[src/rtl/fifo_rd_pkg.sv]
// -----------------------------------------------------------------------------
// fifo_rd_pkg
// Shared constants and types for the FIFO read-side stream adapter.
//   DATA_WIDTH_DEF : default width of FIFO read data / stream data
//   SKID_DEPTH     : number of output buffer entries (words absorbed on stall)
//   occ_t          : buffer occupancy, legal values 0..SKID_DEPTH
// -----------------------------------------------------------------------------
package fifo_rd_pkg;

    localparam int DATA_WIDTH_DEF = 8;
    localparam int SKID_DEPTH     = 2;

    typedef logic [1:0] occ_t;

endpackage

[src/rtl/sync_fifo_stream_reader_if.sv]
// -----------------------------------------------------------------------------
// sync_fifo_stream_reader_if
// Bundles the FIFO read port and the outgoing valid/ready stream.
//   fifo_empty, fifo_r_en, fifo_data : FIFO read side (data registered, valid
//                                      the cycle after an accepted pop)
//   m_valid, m_ready, m_data         : downstream stream
// Modports:
//   master : the reader (pops the FIFO, drives the stream)
//   slave  : the environment (FIFO + downstream consumer)
// -----------------------------------------------------------------------------
interface sync_fifo_stream_reader_if
    import fifo_rd_pkg::*;
#(
    parameter int DATA_WIDTH = DATA_WIDTH_DEF
) ();

    logic                  fifo_empty;
    logic                  fifo_r_en;
    logic [DATA_WIDTH-1:0] fifo_data;
    logic                  m_valid;
    logic                  m_ready;
    logic [DATA_WIDTH-1:0] m_data;

    modport master (
        input  fifo_empty,
        input  fifo_data,
        input  m_ready,
        output fifo_r_en,
        output m_valid,
        output m_data
    );

    modport slave (
        output fifo_empty,
        output fifo_data,
        output m_ready,
        input  fifo_r_en,
        input  m_valid,
        input  m_data
    );

endinterface

[src/rtl/fifo_rd_skid_buf.sv]
// -----------------------------------------------------------------------------
// fifo_rd_skid_buf
// Two-entry in-order buffer (head/tail registers) between the FIFO read data
// and the stream output.
//   clk, rst   : clock, asynchronous active-high reset
//   push       : capture push_data at this edge
//   push_data  : word to capture
//   pop        : head word leaves at this edge
//   occ        : number of buffered words (0..2)
//   head_data  : oldest buffered word
// The caller guarantees no push when full and no pop when empty.
// -----------------------------------------------------------------------------
module fifo_rd_skid_buf
    import fifo_rd_pkg::*;
#(
    parameter int DATA_WIDTH = DATA_WIDTH_DEF
) (
    input  logic                  clk,
    input  logic                  rst,
    input  logic                  push,
    input  logic [DATA_WIDTH-1:0] push_data,
    input  logic                  pop,
    output occ_t                  occ,
    output logic [DATA_WIDTH-1:0] head_data
);

    occ_t                  occ_q, occ_d;
    logic [DATA_WIDTH-1:0] head_q, head_d;
    logic [DATA_WIDTH-1:0] tail_q, tail_d;

    always_comb begin
        // NOTE: every output gets a default first so no path leaves it unassigned (no latch).
        occ_d  = occ_q;
        head_d = head_q;
        tail_d = tail_q;
        unique case ({push, pop})
            2'b10: begin
                if (occ_q == 2'd0) head_d = push_data;
                else               tail_d = push_data;
                occ_d = occ_q + 2'd1;
            end
            2'b01: begin
                head_d = tail_q;
                occ_d  = occ_q - 2'd1;
            end
            2'b11: begin
                // Occupancy unchanged; the head advances and the new word
                // lands behind whatever remains.
                if (occ_q == 2'd1) begin
                    head_d = push_data;
                end else begin
                    head_d = tail_q;
                    tail_d = push_data;
                end
            end
            default: ;
        endcase
    end

    // NOTE: the two data registers are reset as well so m_data reads 0 while in reset.
    always_ff @(posedge clk or posedge rst) begin
        if (rst) begin
            // NOTE: sequential state uses non-blocking assignments only.
            occ_q  <= '0;
            head_q <= '0;
            tail_q <= '0;
        end else begin
            occ_q  <= occ_d;
            head_q <= head_d;
            tail_q <= tail_d;
        end
    end

    assign occ       = occ_q;
    assign head_data = head_q;

endmodule

[src/rtl/sync_fifo_stream_reader.sv]
// -----------------------------------------------------------------------------
// sync_fifo_stream_reader
// Consumer end of a synchronous FIFO with registered read data. Pops the FIFO
// whenever the output buffer can take the word, tracks the single in-flight
// read, and presents buffered words as a valid/ready stream at 1 word/cycle.
// Ports:
//   clk, rst      : clock, asynchronous active-high reset
//   bus (master)  : fifo_empty/fifo_r_en/fifo_data and m_valid/m_ready/m_data
//   words_out     : delivered word count (saturating)
//   stall_cycles  : cycles with m_valid && !m_ready (saturating)
// Build option: FIFO_RD_STATS_EN enables the two statistics counters; without
// it both statistics outputs are tied to 0.
// -----------------------------------------------------------------------------
module sync_fifo_stream_reader
    import fifo_rd_pkg::*;
#(
    parameter int DATA_WIDTH = DATA_WIDTH_DEF,
    parameter int STAT_WIDTH = 16
) (
    input  logic                          clk,
    input  logic                          rst,
    sync_fifo_stream_reader_if.master     bus,
    output logic [STAT_WIDTH-1:0]         words_out,
    output logic [STAT_WIDTH-1:0]         stall_cycles
);

    occ_t                  occ;
    logic [DATA_WIDTH-1:0] head_data;
    logic                  inflight_q, inflight_d;
    logic                  deliver;
    logic [2:0]            level_next;

    assign deliver = bus.m_valid && bus.m_ready;

    // Projected occupancy after this edge; m_ready feeds fifo_r_en directly so
    // a word leaving this cycle frees room for a pop in the same cycle.
    assign level_next = {1'b0, occ} + {2'b00, inflight_q} - {2'b00, deliver};

    assign bus.fifo_r_en = !rst && !bus.fifo_empty && (level_next < 3'(SKID_DEPTH));
    assign inflight_d    = bus.fifo_r_en;

    always_ff @(posedge clk or posedge rst) begin
        if (rst) inflight_q <= 1'b0;
        else     inflight_q <= inflight_d;
    end

    fifo_rd_skid_buf #(
        .DATA_WIDTH (DATA_WIDTH)
    ) u_skid (
        .clk       (clk),
        .rst       (rst),
        .push      (inflight_q),
        .push_data (bus.fifo_data),
        .pop       (deliver),
        .occ       (occ),
        .head_data (head_data)
    );

    assign bus.m_valid = (occ != 2'd0);
    assign bus.m_data  = head_data;

    buffer_no_overflow: assert property (
        @(posedge clk) disable iff (rst)
        ({1'b0, occ} + {2'b00, inflight_q}) <= 3'(SKID_DEPTH)
    );

`ifdef FIFO_RD_STATS_EN
    logic [STAT_WIDTH-1:0] words_q, words_d;
    logic [STAT_WIDTH-1:0] stall_q, stall_d;

    always_comb begin
        words_d = words_q;
        stall_d = stall_q;
        if (deliver && (words_q != '1))
            words_d = words_q + STAT_WIDTH'(1);
        if (bus.m_valid && !bus.m_ready && (stall_q != '1))
            stall_d = stall_q + STAT_WIDTH'(1);
    end

    always_ff @(posedge clk or posedge rst) begin
        if (rst) begin
            words_q <= '0;
            stall_q <= '0;
        end else begin
            words_q <= words_d;
            stall_q <= stall_d;
        end
    end

    assign words_out    = words_q;
    assign stall_cycles = stall_q;
`else
    assign words_out    = '0;
    assign stall_cycles = '0;
`endif

endmodule

[src/flat_wrapper.sv]
// flat-port wrapper written by rule: the top's interface ports become plain ports
module sync_fifo_stream_reader_flat import fifo_rd_pkg::*;
#(
    parameter int DATA_WIDTH = DATA_WIDTH_DEF,
    parameter int STAT_WIDTH = 16
)
  (clk, rst, words_out, stall_cycles, bus_fifo_empty, bus_fifo_data, bus_m_ready, bus_fifo_r_en, bus_m_valid, bus_m_data);
  sync_fifo_stream_reader_if #(.DATA_WIDTH(DATA_WIDTH)) bus_i ();
  input  logic clk;
  input  logic rst;
  output logic [STAT_WIDTH-1:0] words_out;
  output logic [STAT_WIDTH-1:0] stall_cycles;
  input wire logic [$bits(bus_i.fifo_empty)-1:0] bus_fifo_empty;
  input wire logic [$bits(bus_i.fifo_data)-1:0] bus_fifo_data;
  input wire logic [$bits(bus_i.m_ready)-1:0] bus_m_ready;
  output wire logic [$bits(bus_i.fifo_r_en)-1:0] bus_fifo_r_en;
  output wire logic [$bits(bus_i.m_valid)-1:0] bus_m_valid;
  output wire logic [$bits(bus_i.m_data)-1:0] bus_m_data;
  assign bus_i.fifo_empty = bus_fifo_empty;
  assign bus_i.fifo_data = bus_fifo_data;
  assign bus_i.m_ready = bus_m_ready;
  assign bus_fifo_r_en = bus_i.fifo_r_en;
  assign bus_m_valid = bus_i.m_valid;
  assign bus_m_data = bus_i.m_data;
  sync_fifo_stream_reader #(.DATA_WIDTH(DATA_WIDTH), .STAT_WIDTH(STAT_WIDTH)) u_core (.clk(clk), .rst(rst), .bus(bus_i), .words_out(words_out), .stall_cycles(stall_cycles));
endmodule
[config.mk]
export PLATFORM = sky130hd
export DESIGN_NAME = sync_fifo_stream_reader_flat
export DESIGN_NICKNAME = d
export VERILOG_FILES = /design/src/rtl/fifo_rd_pkg.sv /design/src/rtl/sync_fifo_stream_reader_if.sv /design/src/rtl/fifo_rd_skid_buf.sv /design/src/rtl/sync_fifo_stream_reader.sv /design/src/flat_wrapper.sv
export SDC_FILE = /design/constraint.sdc
export NUM_CORES = 1
export LEC_CHECK = 0
export ABC_AREA = 0
export CAP_MARGIN = 40
export CORE_ASPECT_RATIO = 1.5
export CORE_MARGIN = 2
export CORE_UTILIZATION = 41
export DETAILED_ROUTE_END_ITERATION = 10
export PLACE_DENSITY_LB_ADDON = 0.25
export REMOVE_ABC_BUFFERS = 1
export SKIP_CTS_REPAIR_TIMING = 1
export SYNTH_ARGS = -nofsm -noshare
export SYNTH_HDL_FRONTEND = slang
export SYNTH_SLANG_ARGS = --single-unit
[constraint.sdc]
create_clock -name clk -period 3.75 [get_ports clk]
set_input_delay 1.125 -clock clk [delete_from_list [all_inputs] [get_ports clk]]
set_output_delay 1.125 -clock clk [all_outputs]
set_load 0.03 [all_outputs]
==> metrics.md <==
| Metric | Value |
|---|---|
| Slew Limit Fails | `0` |
| Normalized max-slew margin | `0.522` |
| Max-Cap Viols | `0` |
| FF+latch count, synth | `19` |
| Gr ovfl total | `0` |
| CP Launch Type | `input pin` |
| Pwr dens | `867 mW/mm^2` |
| Placed Cells | `167` |
| Hold Slack | `0.507 ns` |
| Pre-CTS setup slack | `-0.617 ns` |
| All-layer global routing usage | `0.133` |
| Root Buffer | `clkbuf_8` |
| Initial core utilization | `0.436` |
| Vias | `759` |
| CTS clk-pin slew, worst paths | `0.07 ns` |
| Top Metal Used | `met4` |
| Ports | `54` |
| Final Non-Filler Cells | `172` |
| Largest net degree at the start of global routing | `20` |
| Total chip power | `0.00126 W` |
| Hold Crit Start | `u_core.u_skid.tail_q[0]$_DFFE_PP0P_` |
| Max VDD drop | `479 uV` |
| Synth cell types | `27` |
| Post-DP HPWL | `1550 microns` |
| Leak Pwr | `0.670 nW` |
| Synthesis-to-finish area growth | `23.1%` |
| Worst path max stage delay | `0.37 ns` |
| Worst path top cell family by delay | `adder cells` |
| Site Rows | `23` |
| Die span in y | `69.7 microns` |
| Period utilisation layout | `1.02` |
| Reg-to-reg startpoint | `u_core.u_skid.occ[1]$_DFFE_PP0N_` |
| Fin. Hold Viols | `0` |
| Synthesized area per cell | `11.2 sq um` |
| DR iter-0 viols | `14` |
| Worst endpoint required time | `2.62 ns` |
| Die area | `0.00333 sq mm` |
| Final Wtd Congestion | `a little under 0.7` |
| Crit path cell chain | `buf_8 > nand2b_4 > ha_4 > nand2b_4 > fa_2 > xor2_2 > nor4b_2 > buf_4` |
| F_max | `260 MHz` |
| TNS Setup | `-0.0916 ns` |
| CTS tree | `done` |
| Worst Tran Pin Value | `0.716 ns` |
| CP Class | `in2out` |
| Wire length on met3 | `127 microns` |
| Synthesized instance count | `105` |
| Clock Path Buffers | `2` |
| H-tree levels | `1` |
| Setup Skew | `0.00584 ns` |
| RSZ-0062 raised after global routing | `yes` |
| Synth warnings | `0` |
| Most frequent CP cell | `nand2b_4` |
| Drt drc | `0` |
| Synthesized cell area | `0.00118 sq mm` |
| Number of global-route vias before repair | `approximately 740` |
| Remaining antenna violation count | `0` |
| Core area | `0.00271 sq mm` |
| Crit-path slowest cell | `fa_2` |
| # port buffers | `21` |
| Violated checks | `negative setup slack` |
| Hold WC Path Type | `reg2reg` |
| Nets | `152` |
| First-pass GRT wire length | `3280 microns` |
| Ant diodes | `0` |
| Drt wl/cell | `~12 microns` |
| Die W | `roughly 48 microns` |
| CP bufs+invs | `2` |
| DR pass1 iterations | `4` |
| CTS buffer count | `3` |
| Met2 wire length | `around 1200 microns` |
| Routed WL | `about 2100 microns` |
| WL met1 | `785 microns` |
| Crit. Startpoint | `bus_m_ready` |
| Layout cell share with drive strength beyond 1 | `0.230` |
| Fin worst setup slack | `-0.0916 ns` |
| Final Critical Period | `3.84 ns` |
| Via/cell ratio | `4.41` |
| Seq/Total Area, Yosys | `0.403` |
| Crit-path max FO | `2` |
| Arr. time, crit path | `2.72 ns` |
| CTS Sinks | `19` |
| Setup crit end kind | `output pin` |
| Outcome | `finished, violations left` |
| Clk Latency, worst-skew pair | `0.25 ns` |
| Initial antenna violation count | `0` |
| Final setup vio count | `1` |
-- flip-flops by register name, summed over array words and instances (netlist names) --
register	flops
u_core.inflight_q	1
u_core.u_skid.head_data	8
u_core.u_skid.tail_q	8
u_core.u_skid.occ	2
-- where the power goes --
group          total, W  switching [W]  internal (W)  leakage (nW)
Clock          0.000141      0.0000655     0.0000755        0.0228
Sequential     0.000382      0.0000724      0.000310         0.231
Combinational  0.000735       0.000368      0.000368         0.416
-- layout by cell type, fill, tap and decap left out, drive strengths merged, types with 2 or more instances in the layout --
| cell type | instances |
|---|---|
| and2 | 7 |
| a31oi | 2 |
| nand2 | 4 |
| clkdlybuf4s50 | 19 |
| mux2 | 8 |
| buf | 9 |
| ha | 3 |
| a221o | 7 |
| dfrtp | 19 |
| xnor2 | 2 |
| clkbuf | 4 |
| conb | 32 |
| o21ai | 2 |
| nand2b | 2 |
| inv | 5 |
-- worst register-to-register path, stage by stage (launching register included) --
cell and delay [ns]:
dfrtp_1 0.47, inv_1 0.10, ha_1 0.20, nand2b_4 0.16, ha_4 0.24, nand2b_4 0.14, fa_2 0.37, xor2_2 0.16
nor4b_2 0.33
-- synth_stat cells (all sizes together) --
master / n / area share
a211o: 1 / 0.0085
a21oi: 1 / 0.0042
a221o: 7 / 0.059
a221oi: 1 / 0.0074
a31oi: 2 / 0.029
and2: 7 / 0.037
and4bb: 1 / 0.014
buf: 32 / 0.20
clkbuf: 1 / 0.0042
conb: 1 / 0.0032
dfrtp: 19 / 0.40
fa: 1 / 0.017
ha: 3 / 0.032
inv: 5 / 0.016
mux2: 8 / 0.076
mux2i: 1 / 0.012
nand2: 4 / 0.013
nand2b: 2 / 0.013
nor2: 1 / 0.0032
nor3b: 1 / 0.0064
nor4b: 1 / 0.0074
o21ai: 2 / 0.0085
xnor2: 2 / 0.015
xor2: 1 / 0.0074
-- routing by layer --
| layer | global-route usage | vias to the layer above |
|---|---|---|
| met3 | 0.0156 | 4 |
| li1 | - | 355 |
| met4 | 0.0631 | 0 |
| met5 | 0 | - |
| met2 | 0.218 | 30 |
| met1 | 0.161 | 370 |
-- cells by family after synthesis --
group | Yosys count | share of synthesized area
AOI/OAI and AO/OA | 14 | 0.117
buffers and inverters | 38 | 0.224
other | 1 | 0.00318
muxes | 9 | 0.0881
adders and majority gates | 4 | 0.0488
xor gates and xnor gates | 3 | 0.0223
DFF | 19 | 0.403
and+or+nand+nor | 17 | 0.0934
-- stage by stage --
stage               area [sq um]   util
finish                      1450  0.537
global route                1450  0.537
CTS                         1390  0.515
detailed placement          1350  0.499
global placement            1350  0.499
floorplan                   1050      -
-- area by class of cell --
type                            count  area (sq um)
Fill cell                         268          1250
Multi-Input combinational cell     79           597
Inverter                            5          18.8
Clock buffer                        4          45.0
Timing Repair Buffer               28           269
Sequential cell                    19           475
Tap cell                           37          46.3
-- path summary, 6_finish.rpt --
kind                            slack (ns)  depth (start not counted)                                      to
min in group asynchronous             1.34                          2             u_core.inflight_q$_DFF_PP0_
worst max register to register        1.48                          8             u_core.inflight_q$_DFF_PP0_
max in group asynchronous             1.95                          2     u_core.u_skid.tail_q[6]$_DFFE_PP0P_
worst min register to register        0.51                          1  u_core.u_skid.head_data[0]$_DFFE_PP0P_
worst max-delay path                 -0.09                          8                           bus_fifo_r_en
worst min-delay path                  0.51                          1  u_core.u_skid.head_data[0]$_DFFE_PP0P_
No activity file was read; power rests on OpenSTA's default activity.
